`config.mk`:
```
export PLATFORM = sky130hd
export DESIGN_NAME = bin_to_bcd_seq
export DESIGN_NICKNAME = d
export VERILOG_FILES = /design/src/rtl/bin_to_bcd_seq.sv
export SDC_FILE = /design/constraint.sdc
export NUM_CORES = 1
export LEC_CHECK = 0
export ABC_CLOCK_PERIOD_IN_PS = 3100
export CAP_MARGIN = 20
export CORE_UTILIZATION = 35
export DETAILED_ROUTE_END_ITERATION = 10
export HOLD_SLACK_MARGIN = 0.02
export MAX_ROUTING_LAYER = met4
export PLACE_DENSITY_LB_ADDON = 0.3
export SYNTH_ARGS = -nofsm -noshare
export SYNTH_HDL_FRONTEND = slang
export SYNTH_SLANG_ARGS = --single-unit
export TNS_END_PERCENT = 30
```
`constraint.sdc`:
```
create_clock -name clk -period 3.1 [get_ports clk]
set_input_delay 0.62 -clock clk [delete_from_list [all_inputs] [get_ports clk]]
set_output_delay 0.62 -clock clk [all_outputs]
set_load 0.1 [all_outputs]
```
`src/rtl/bin_to_bcd_seq.sv`:
```
// Iterative double-dabble binary-to-BCD converter: one add-3 correction plus
// one left shift per clock, IN_WIDTH shift cycles per conversion.
module bin_to_bcd_seq #(
  parameter int unsigned IN_WIDTH = 8,
  parameter int unsigned DIGITS   = 3,
  parameter int unsigned SIGNED   = 0
) (
  input  logic                  clk,
  input  logic                  rst,
  input  logic                  start,
  input  logic [IN_WIDTH-1:0]   bin,
  output logic                  busy,
  output logic                  done,
  output logic [4*DIGITS-1:0]   bcd,
  output logic                  neg,
  output logic                  ovf
);

  localparam int unsigned BCD_W = 4 * DIGITS;
  localparam int unsigned CNT_W = (IN_WIDTH > 1) ? $clog2(IN_WIDTH) : 1;

  typedef enum logic [0:0] {
    IDLE  = 1'b0,
    SHIFT = 1'b1
  } state_t;

  state_t               state_q, state_d;
  logic                 accept, last_shift;

  logic [IN_WIDTH-1:0]  operand_q;
  logic [BCD_W-1:0]     digits_q;
  logic                 ovf_sticky_q;
  logic                 sign_q;
  logic [CNT_W-1:0]     cnt_q;

  logic                 bin_neg;
  logic [IN_WIDTH-1:0]  bin_mag;
  logic [BCD_W-1:0]     digits_corr;
  logic [BCD_W-1:0]     digits_shl;
  logic [IN_WIDTH-1:0]  operand_shl;
  logic                 carry_out;

  // Magnitude capture; the most negative input wraps to 2^(IN_WIDTH-1) unsigned.
  assign bin_neg = (SIGNED != 0) && bin[IN_WIDTH-1];
  assign bin_mag = bin_neg ? ((~bin) + IN_WIDTH'(1)) : bin;

  // Per-digit add-3 correction, no carry between digits.
  always_comb begin
    digits_corr = digits_q;
    for (int i = 0; i < int'(DIGITS); i++) begin
      if (digits_q[4*i +: 4] >= 4'd5) begin
        digits_corr[4*i +: 4] = digits_q[4*i +: 4] + 4'd3;
      end
    end
  end

  assign carry_out   = digits_corr[BCD_W-1];
  assign digits_shl  = {digits_corr[BCD_W-2:0], operand_q[IN_WIDTH-1]};
  assign operand_shl = operand_q << 1;

  always_ff @(posedge clk) begin
    if (rst) begin
      state_q <= IDLE;
    end else begin
      state_q <= state_d;
    end
  end

  always_comb begin
    state_d    = state_q;
    accept     = 1'b0;
    last_shift = 1'b0;
    case (state_q)
      IDLE: begin
        if (start) begin
          accept  = 1'b1;
          state_d = SHIFT;
        end
      end
      SHIFT: begin
        if (cnt_q == CNT_W'(IN_WIDTH - 1)) begin
          last_shift = 1'b1;
          state_d    = IDLE;
        end
      end
      default: state_d = IDLE;
    endcase
  end

  // Datapath and registered outputs; results only move at the final shift.
  always_ff @(posedge clk) begin
    if (rst) begin
      operand_q    <= '0;
      digits_q     <= '0;
      ovf_sticky_q <= 1'b0;
      sign_q       <= 1'b0;
      cnt_q        <= '0;
      busy         <= 1'b0;
      done         <= 1'b0;
      bcd          <= '0;
      neg          <= 1'b0;
      ovf          <= 1'b0;
    end else begin
      done <= 1'b0;
      if (accept) begin
        operand_q    <= bin_mag;
        sign_q       <= bin_neg;
        digits_q     <= '0;
        ovf_sticky_q <= 1'b0;
        cnt_q        <= '0;
        busy         <= 1'b1;
      end else if (state_q == SHIFT) begin
        operand_q    <= operand_shl;
        digits_q     <= digits_shl;
        ovf_sticky_q <= ovf_sticky_q | carry_out;
        cnt_q        <= last_shift ? '0 : cnt_q + CNT_W'(1);
        if (last_shift) begin
          bcd  <= digits_shl;
          neg  <= sign_q;
          ovf  <= ovf_sticky_q | carry_out;
          done <= 1'b1;
          busy <= 1'b0;
        end
      end
    end
  end

endmodule

```
Word level (Yosys, flattened, before mapping):

Cells that the tools add are included.

* bits in writable memories: 0
* memories kept: 0
* input bits: 11
* bits in latches: 0
* ROM bits: 0
* register bits after elaboration: 40

* bitwise gates (word level): 3
* div/mod/pow operators: 0
* $add $sub $neg: 4
* magnitude comparators: 3
* shift-type cells: 0
* multipliers: 0
* eq/ne operators: 1
* mux-type cells: 16
* reduce and logical (&&, ||, !) cells: 6

Operators with widths (count)
* 8-bit 2-to-1 mux: 2
* 4-bit by 2-bit adder with 4-bit output, second input constant: 3
* 4-bit by 3-bit >= comparator with 1-bit output, second input constant: 3
* 4-bit 2-to-1 mux: 3
* 1-bit 2-to-1 mux: 9
* 2-bit nonzero test: 2
* 3-bit by 1-bit adder with 3-bit output, second input constant: 1
* 3-bit equality test, second input constant: 1
* 3-bit 2-to-1 mux: 1
* 3-bit AND reduction: 1
* 3-bit OR reduction: 1
* 1-bit inverter: 2
* 1-bit case mux with 2 select lines: 1
* 2-bit AND reduction: 1
* 2-bit OR reduction: 1
* 1-bit OR: 1

Logic depth before layout (Yosys ltp):

* depth in word-level cells: 6
* depth in mapped cells: 6

Worst setup path before layout:

Ideal clock, no wire load.

* path kind: reg-to-output
* start point: register bcd[0]
* end point: output bcd[0]
* path buffers: 0
* stages on the path, launching flop included: 1
* data required time: 2.480 ns
* data arrival time: 0.925 ns
* setup slack: 1.555 ns
* path through: dfxtp_1

RTL lines
* from (decl): RTL line 14 `output logic [4*DIGITS-1:0] bcd,`
* from (signal assigned): RTL line 118 `bcd <= digits_shl;`

No word-level cell between the ends.

==> flow_summary.yaml <==
cts:
  cts-root-buf: "clkbuf_8"
  cts_hold_buf: 0
  clock_latency_ns: 0.29
  cts_buffers: 5
  ctsResizeCount: 0
  htreeDepth: 2
  clk_pin_slew_ns: 0.08
  cts_max_path_buffers: 2
  cts_setup_buffers: 0
  cts_tree: "done"
  cts_sinks: 40
timing:
  max_slew_margin_pct: 63.94
  fin_crit_sh_pct: 65.78
  finalHoldViolCount: 0
  worst_pin_slew_ns: 0.5410
  grt_setup_unrepaired: "false"
  fin_tns_setup_ns: 0
  setup_viol_count_final: 0
  slew_violations: 0
  fin_worst_skew_ns: 0.006886
  fmax_ghz: 0.4904
  fin_crit_ns: 2.039
logic_synthesis:
  yosys_most_used_dff: "dfxtp_1"
  postSynthCellCount: 212
  synthesis.nets: 231
  synth_top_area_share_pct: 42.11
  avgSynthCellArea_sq_um: 8.971
  synth.yosys.warnings: 0
  synth_edf_count: 0
  yosysTopAreaCell: "dfxtp_1"
  ys_top_cells_by_area: "dfxtp_1 42%, mux2i_1 5.8%, ha_1 5.3%"
  synth_cell_types: 36
  synth.cell_area_sq_um: 1902
  async_flop_share_pct: 0
  synth_seq_cells: 40
  seq_area_frac_synth_pct: 42.11
layout:
  final_common_cell: "dfxtp_1"
  fillerInstances: 512
  diodes: 0
  drive_above_1_share_pct: 18.41
  nNetsFinal: 257
  syn_to_final_growth_pct: 18.88
  final_cell_mix: "40 x dfxtp_1, 21 x nor2_1, 20 x nand2_1, 20 x buf_4, 16 x a21oi_1"
die:
  dieArea_sq_um: 5733
  coreArea_sq_um: 5172
  initial_core_util_pct: 36.77
  num_rows: 26
  die_x_um: 75.72
  io_pins: 27
  die_h_um: 75.72
route:
  vias_per_cell: 4.942
  drc: 0
  ant_nets: 0
  vias: 1527
  drtIter0Drc: 62
  dr.pass1.iters: 4
  wl_met3_um: 161
  wl_met1_um: 1763
  highest_layer: "met4"
  post_drt_wl_per_cell_um: 11.91
  wl_met2_um: 1680
  routed_wl_um: 3679
worst_setup_path:
  path_buf_inv: 3
  critPathKind: "primary input to flop"
  worstSetupEndpointType: "flop"
  crit_top_cell: "inv_1"
  cp_top_family: "buffers and inverters"
  worstPathCellList: "clkdlybuf4s50_1, inv_1, nand3_2, inv_1, nand3_1, o311ai_0"
  rrSetupSlack_ns: 1.39
  setup.worst_path.start_class: "primary input"
  crit_required_ns: 3.26
  worstPathMaxFanout: 12
  cp_num_cells: 6
  r2r_cells: 6
  slowest_delay_ns: 0.73
  crit_path_top_delay_cell: "clkdlybuf4s50_1"
  crit_arrival_ns: 2.20
place:
  dpl.hpwl_um: 2490
  gp_congestion: 0.7068
  port_buffers: 25
global_routing:
  grt_max_degree: 29
  grt_use_total_pct: 15.37
  grt_pass1_vias: 1339
  antenna_found_initial: 0
  overflow: 0
  grt_pass1_wl_um: 6348
pwr:
  ir_drop_uv: 192.8
  p_per_area_nw_per_um2: 471.6
  p_leak_nw: 0.8444
  p_total_mw: 1.066
job:
  maxCapViolations: 0
worst_hold_path:
  hold_class: "flop to flop"
  hold_depth: 2
run_status:
  status: "completed"
-- per-stage QoR --
stage                     util (%)  setup slack, ns  std cells  cell area (sq um)  hold slack (ns)
after detailed placement     41.63           0.7392        301               2153           0.4487
after global placement       41.63           0.7405        301               2153           0.4490
after CTS                    43.71            1.046        309               2261           0.4639
final                        43.71            1.061        309               2261           0.4599
after floorplan                  -            1.555        212               1902           0.4497
after global routing         43.71           0.8871        309               2261           0.4900
-- synthesized netlist by cell type (3+ instances only) --
cell type and number:
dfxtp_1 40, nor2_1 21, nand2_1 20, a21oi_1 16, o21ai_0 14, mux2i_1 11, a21oi_2 9, inv_1 9
ha_1 8, nand3_1 6, buf_2 5, nand2b_1 5, nor3_1 4, a211oi_1 3, a22o_1 3, a31oi_1 3
nor2_4 3, nor2b_1 3, nor3b_1 3, o311ai_0 3, xnor2_1 3
-- tightest hold or removal path: stages, from the launching register on --
cell and delay (ns):
dfxtp_1 0.33, nand2_1 0.04, o21ai_0 0.05
-- path summary, 6_finish.rpt --
check / end / from
setup / recovery: bcd[10]$_SDFFE_PP0P_ / rst
hold / removal: bcd[11]$_SDFFE_PP0P_ / bcd[11]$_SDFFE_PP0P_
setup reg to reg: bcd[10]$_SDFFE_PP0P_ / cnt_q[0]$_SDFFE_PP0P_
hold reg to reg: bcd[11]$_SDFFE_PP0P_ / bcd[11]$_SDFFE_PP0P_
-- power by group --
group          internal [mW]  switching, mW  total [mW]
Clock                  0.239          0.182       0.421
Sequential             0.525        0.00823       0.533
Combinational         0.0442         0.0676       0.112
-- cells by family after synthesis --
| family | after synthesis | synth area share [%] |
|---|---|---|
| other cells | 1 | 0.1972 |
| xor+xnor | 3 | 1.382 |
| compound gates | 58 | 19.61 |
| flops | 40 | 42.11 |
| simple gates | 71 | 19.34 |
| fa+ha+maj | 8 | 5.263 |
| buf+inv | 20 | 6.315 |
| mux | 11 | 5.790 |
-- registers in the layout, summed over array words and instances, names as in the netlist --
name          flops
cnt_q             3
bcd              12
operand_q         8
ovf_sticky_q      1
done              1
digits_q         12
ovf               1
state_q           1
busy              1
-- layout make-up --
cell class              instances  area (sq um)  area share (%)
repair buffers                 30         250.2           11.07
clock inverters                 2         35.03           1.550
clock buffers                   6         72.57           3.210
flip-flops and latches         40         800.8           35.42
multi-input cells             152         980.9           43.39
well taps                      70         87.58           3.874
inverters                       9         33.78           1.494
-- routing by layer --
| layer | up-vias | GRT usage, % |
|---|---|---|
| met1 | 703 | 19.77 |
| li1 | 792 | - |
| met3 | 7 | 4.365 |
| met5 | - | - |
| met4 | 0 | 6.790 |
| met2 | 25 | 22.42 |
Note: power is estimated with default switching activity, not from simulation.
